===== src/rtl/hazard_scoreboard.sv =====
// Shift-register hazard scoreboard: tracks in-flight producers after ID and derives
// per-source forwarding selects plus a load-use stall. Define HAZARD_STATS_EN for stall/flush counters.
module hazard_scoreboard #(
    parameter int unsigned REG_AW           = 5,
    parameter int unsigned DEPTH            = 3,
    parameter int unsigned LOAD_READY_STAGE = 2,
    parameter int unsigned SEL_W            = $clog2(DEPTH + 1)
) (
    input  logic              clk,
    input  logic              rst,
    input  logic              id_valid,
    input  logic [REG_AW-1:0] id_rd,
    input  logic              id_wr,
    input  logic              id_is_load,
    input  logic [REG_AW-1:0] id_rs1,
    input  logic              id_rs1_used,
    input  logic [REG_AW-1:0] id_rs2,
    input  logic              id_rs2_used,
    input  logic              flush,
    input  logic              hold,
    output logic              stall_id,
    output logic [SEL_W-1:0]  fwd_sel_rs1,
    output logic [SEL_W-1:0]  fwd_sel_rs2
`ifdef HAZARD_STATS_EN
    ,
    output logic [31:0]       stall_cycles,
    output logic [31:0]       flush_count
`endif
);

    localparam int unsigned NSRC = 2;
    localparam logic [SEL_W-1:0] LRS_SEL = SEL_W'(LOAD_READY_STAGE);

    typedef struct packed {
        logic              v;
        logic [REG_AW-1:0] rd;
        logic              wr;
        logic              ld;
    } entry_t;

    entry_t ent_q [1:DEPTH];
    entry_t ent_d [1:DEPTH];

    logic [REG_AW-1:0] src     [NSRC];
    logic              used    [NSRC];
    logic [SEL_W-1:0]  sel_hit [NSRC];
    logic              ld_hit  [NSRC];
    logic              haz     [NSRC];

    // Source lookup: scan oldest to youngest so the lowest matching stage wins.
    always_comb begin
        src[0]  = id_rs1;
        src[1]  = id_rs2;
        used[0] = id_rs1_used;
        used[1] = id_rs2_used;
        for (int s = 0; s < int'(NSRC); s++) begin
            sel_hit[s] = '0;
            ld_hit[s]  = 1'b0;
            for (int k = int'(DEPTH); k >= 1; k--) begin
                if (id_valid && used[s] && (src[s] != '0) &&
                    ent_q[k].v && ent_q[k].wr && (ent_q[k].rd == src[s])) begin
                    sel_hit[s] = SEL_W'(k);
                    ld_hit[s]  = ent_q[k].ld;
                end
            end
            haz[s] = ld_hit[s] && (sel_hit[s] < LRS_SEL);
        end
    end

    // Flush squashes ID, so it overrides any load-use stall.
    always_comb begin
        stall_id    = (haz[0] || haz[1]) && !flush;
        fwd_sel_rs1 = haz[0] ? '0 : sel_hit[0];
        fwd_sel_rs2 = haz[1] ? '0 : sel_hit[1];
    end

    // Advance the scoreboard one stage unless held; ID enters only if it really issues.
    always_comb begin
        for (int k = 1; k <= int'(DEPTH); k++) begin
            ent_d[k] = ent_q[k];
        end
        if (!hold) begin
            for (int k = int'(DEPTH); k >= 2; k--) begin
                ent_d[k] = ent_q[k-1];
            end
            ent_d[1] = '0;
            if (id_valid && !stall_id && !flush) begin
                ent_d[1] = '{v: 1'b1, rd: id_rd, wr: id_wr, ld: id_is_load};
            end
        end
    end

    always_ff @(posedge clk or posedge rst) begin
        if (rst) begin
            for (int k = 1; k <= int'(DEPTH); k++) begin
                ent_q[k] <= '0;
            end
        end else begin
            for (int k = 1; k <= int'(DEPTH); k++) begin
                ent_q[k] <= ent_d[k];
            end
        end
    end

`ifdef HAZARD_STATS_EN
    logic [31:0] stall_cycles_q, stall_cycles_d;
    logic [31:0] flush_count_q, flush_count_d;

    // Saturating event counters.
    always_comb begin
        stall_cycles_d = stall_cycles_q;
        flush_count_d  = flush_count_q;
        if (stall_id && !hold && (stall_cycles_q != 32'hFFFF_FFFF)) begin
            stall_cycles_d = stall_cycles_q + 32'd1;
        end
        if (flush && (flush_count_q != 32'hFFFF_FFFF)) begin
            flush_count_d = flush_count_q + 32'd1;
        end
    end

    always_ff @(posedge clk or posedge rst) begin
        if (rst) begin
            stall_cycles_q <= '0;
            flush_count_q  <= '0;
        end else begin
            stall_cycles_q <= stall_cycles_d;
            flush_count_q  <= flush_count_d;
        end
    end

    assign stall_cycles = stall_cycles_q;
    assign flush_count  = flush_count_q;
`endif

endmodule


===== config.mk =====
export PLATFORM = sky130hd
export DESIGN_NAME = hazard_scoreboard
export DESIGN_NICKNAME = d
export VERILOG_FILES = /design/src/rtl/hazard_scoreboard.sv
export SDC_FILE = /design/constraint.sdc
export NUM_CORES = 1
export LEC_CHECK = 0
export CAP_MARGIN = 5
export CORE_MARGIN = 2
export CORE_UTILIZATION = 54
export CTS_CLUSTER_SIZE = 16
export DETAILED_ROUTE_END_ITERATION = 6
export MAX_ROUTING_LAYER = met4
export PLACE_DENSITY = 0.83
export SETUP_SLACK_MARGIN = 0.1
export SYNTH_ARGS = -nofsm -noshare
export SYNTH_HDL_FRONTEND = slang
export SYNTH_SLANG_ARGS = --single-unit

===== constraint.sdc =====
create_clock -name clk -period 2.68 [get_ports clk]
set_clock_uncertainty 0.05 [all_clocks]
set_input_delay 0.536 -clock clk [delete_from_list [all_inputs] [get_ports clk]]
set_output_delay 0.536 -clock clk [all_outputs]
set_load 0.01 [all_outputs]

==> impl_metrics.json <==
{
  "p_leak_nw": 0.886,
  "postSynthCellCount": 137,
  "stdcell_count": 222,
  "grt_start_max_net_pins": 23,
  "crit_type": "flop to output port",
  "synth_xor_area_frac": 0.182,
  "num-fill-cells": 129,
  "coreArea_um2": 2500,
  "grt_first_pass_wirelength_mm": 7.07,
  "critical_path_arrival_ns": 2.01,
  "whs_ns": 0.517,
  "drive_gt1_frac": 0.526,
  "pwr-share-seq": 0.443,
  "largest_register_ffs": 22,
  "p_sw_frac": 0.299,
  "rsz0062_at_grt": "yes",
  "path_max_fanout": 4,
  "cts_tree": "built",
  "holdBufCountCts": 0,
  "ios": 29,
  "cp-end-kind": "output port",
  "pre_cts_slack_ns": -0.723,
  "path_clk_slew_ns": 0.13,
  "syn-cell-area_um2": 1440,
  "cts_made_buffers": 3,
  "seq_area_frac_synth": 0.382,
  "die_w_um": 55.7,
  "crit_required_ns": 2.09,
  "combPwrFrac": 0.297,
  "mostFrequentLayoutCells": "26 x buf_4, 15 x dfrtp_1, 14 x xnor2_1, 14 x mux2_2, 13 x xnor2_2",
  "r2r_cells": 6,
  "grt_use_total": 0.304,
  "vdd_drop_max_uv": 444,
  "io_buffers": 28,
  "total_power_mw": 0.996,
  "synth_compound_area_frac": 0.144,
  "post-route-min-period_ns": 2.60,
  "setup_viol": 0,
  "hold_class": "flop to flop",
  "r2r_start": "ent_q[19]",
  "drtIter0Drc": 42,
  "crit_path_start_kind": "flop",
  "syn_to_final_growth_pct": 46.9,
  "placed_cells": 209,
  "reg_top3": "ent_q x22",
  "antenna_found_initial": 0,
  "avgSynthCellArea_um2": 10.5,
  "ys_warn_count": 0,
  "rows": 18,
  "drv_slew": 0,
  "routedWlPerCell_um": 20.4,
  "fmaxAchievable_mhz": 385,
  "cts_buffer_depth": 2,
  "overflow": 0,
  "start_util": 0.577,
  "powerDensity_nw_per_um2": 470,
  "nets": 217,
  "clock_latency_ns": 0.31,
  "worstSetupEndpoint": "stall_id",
  "worstReg2RegEnd": "ent_q[20]",
  "clock-sinks": 22,
  "slew_headroom": 0.447,
  "ys_types": 31,
  "htreeDepth": 1,
  "critPathLaunch": "ent_q[22]",
  "antenna_cells": 0,
  "dieArea_um2": 3100,
  "post-route-drc-count": 0,
  "intPower_mw": 0.698,
  "root_buffer": "clkbuf_4",
  "tightest_slew_ns": 0.829,
  "fin_ws_ns": 0.0839,
  "ff2ff_setup_slack_ns": 0.93,
  "dieHeight_um": 55.7,
  "synthMuxAreaShare": 0.109,
  "p_switching_mw": 0.298,
  "num_vias": 1374,
  "layout_commonest_cell": "buf_4",
  "drt.antenna.violating_nets": 0,
  "ys_ff_latch": 22,
  "vias_per_cell": 6.19,
  "cap_violations": 0,
  "fin_crit_sh": 0.969,
  "dp_hpwl_mm": 3.00,
  "power.share.clock": 0.261,
  "synth_top_family_by_area": "XOR/XNOR gates",
  "hold_viol_final": 0,
  "status": "finished, final reports clean",
  "first_pass_iters": 4,
  "fin_tns_setup_ns": 0,
  "synth_nets": 161,
  "top_register": "ent_q",
  "synth_fa_ha_area_frac": 0,
  "synthSimpleGateAreaFrac": 0.155,
  "drt_wl_total_mm": 4.52,
  "gp_congestion": 1.04,
  "grt_pass1_vias": 1407
}
[synth_stat cells (all sizes together)]
library cell	instances	share of area
a32oi	6	0.036
a21boi	2	0.016
dfrtp	22	0.38
and2	1	0.0043
or4	5	0.036
nand2	11	0.029
nor4	3	0.013
nor2	1	0.0026
xor2	3	0.018
buf	5	0.017
a211oi	1	0.0052
clkbuf	2	0.0052
xnor2	27	0.16
o21ai	7	0.024
and4	2	0.012
clkinv	1	0.0026
a22oi	1	0.0052
o22ai	1	0.0087
nand4	6	0.026
inv	1	0.0026
nor3	1	0.0035
a31o	2	0.012
mux2	14	0.11
o211ai	5	0.036
or3	3	0.015
nand3	4	0.014
[worst min path at each step]
stage	depth (start not counted)	start	to	slack, ns
after floorplan	1	ent_q[9]	ent_q[1]	0.45
after global placement	1	ent_q[1]	ent_q[1]	0.46
after detailed placement	1	ent_q[1]	ent_q[1]	0.48
after CTS	1	ent_q[1]	ent_q[1]	0.51
after global routing	1	ent_q[1]	ent_q[1]	0.53
final	1	ent_q[1]	ent_q[1]	0.52
[final cells by class]
class | count | area [µm²] | area share
clock buffers | 3 | 22.5 | 0.0106
clock inverters | 1 | 30.0 | 0.0142
inverters | 2 | 7.51 | 0.00354
multi-input cells | 106 | 1000 | 0.472
flip-flops and latches | 22 | 559 | 0.264
well taps | 30 | 37.5 | 0.0177
repair buffers | 58 | 463 | 0.218
[power by group through the flow]
stage	registers [mW]	clock network, mW	logic (mW)
after floorplan	0.418	0	0.142
after global placement	0.431	0	0.233
after detailed placement	0.435	0	0.240
after CTS	0.432	0.259	0.266
after global routing	0.446	0.276	0.314
final	0.441	0.260	0.295
[layer usage]
metal	vias up	wire [µm]	GRT usage
li1	619	-	-
met1	679	1930	0.379
met2	66	2300	0.491
met3	10	205	0.0558
met4	0	87	0.115
met5	-	0	-
[kinds of logic (layout without fill, tap and decap cells)]
kind of cell	after synthesis	count (layout)
simple gates	37	37
flops	22	22
mux	14	14
compound gates	25	25
xor+xnor	30	30
buf+inv	9	64
[worst max-delay path: stages, from the launching register on]
cell and delay, ns:
dfrtp_2 0.48, xnor2_1 0.21, nand4_1 0.13, or3_4 0.44, a211oi_2 0.26, buf_2 0.17
[through the flow]
stage	instance area [µm²]	util
after floorplan	1440	-
after global placement	1890	0.754
after detailed placement	1890	0.754
after CTS	2030	0.812
after global routing	2120	0.848
final	2120	0.848
[repair_timing]
item,in CTS,in global routing
hold endpoints to repair,0,0
setup endpoints to repair,5,5
pin swaps,13,14
gates resized for setup,80,23
setup buffers,6,3
No activity file was read; power rests on OpenSTA's default activity.
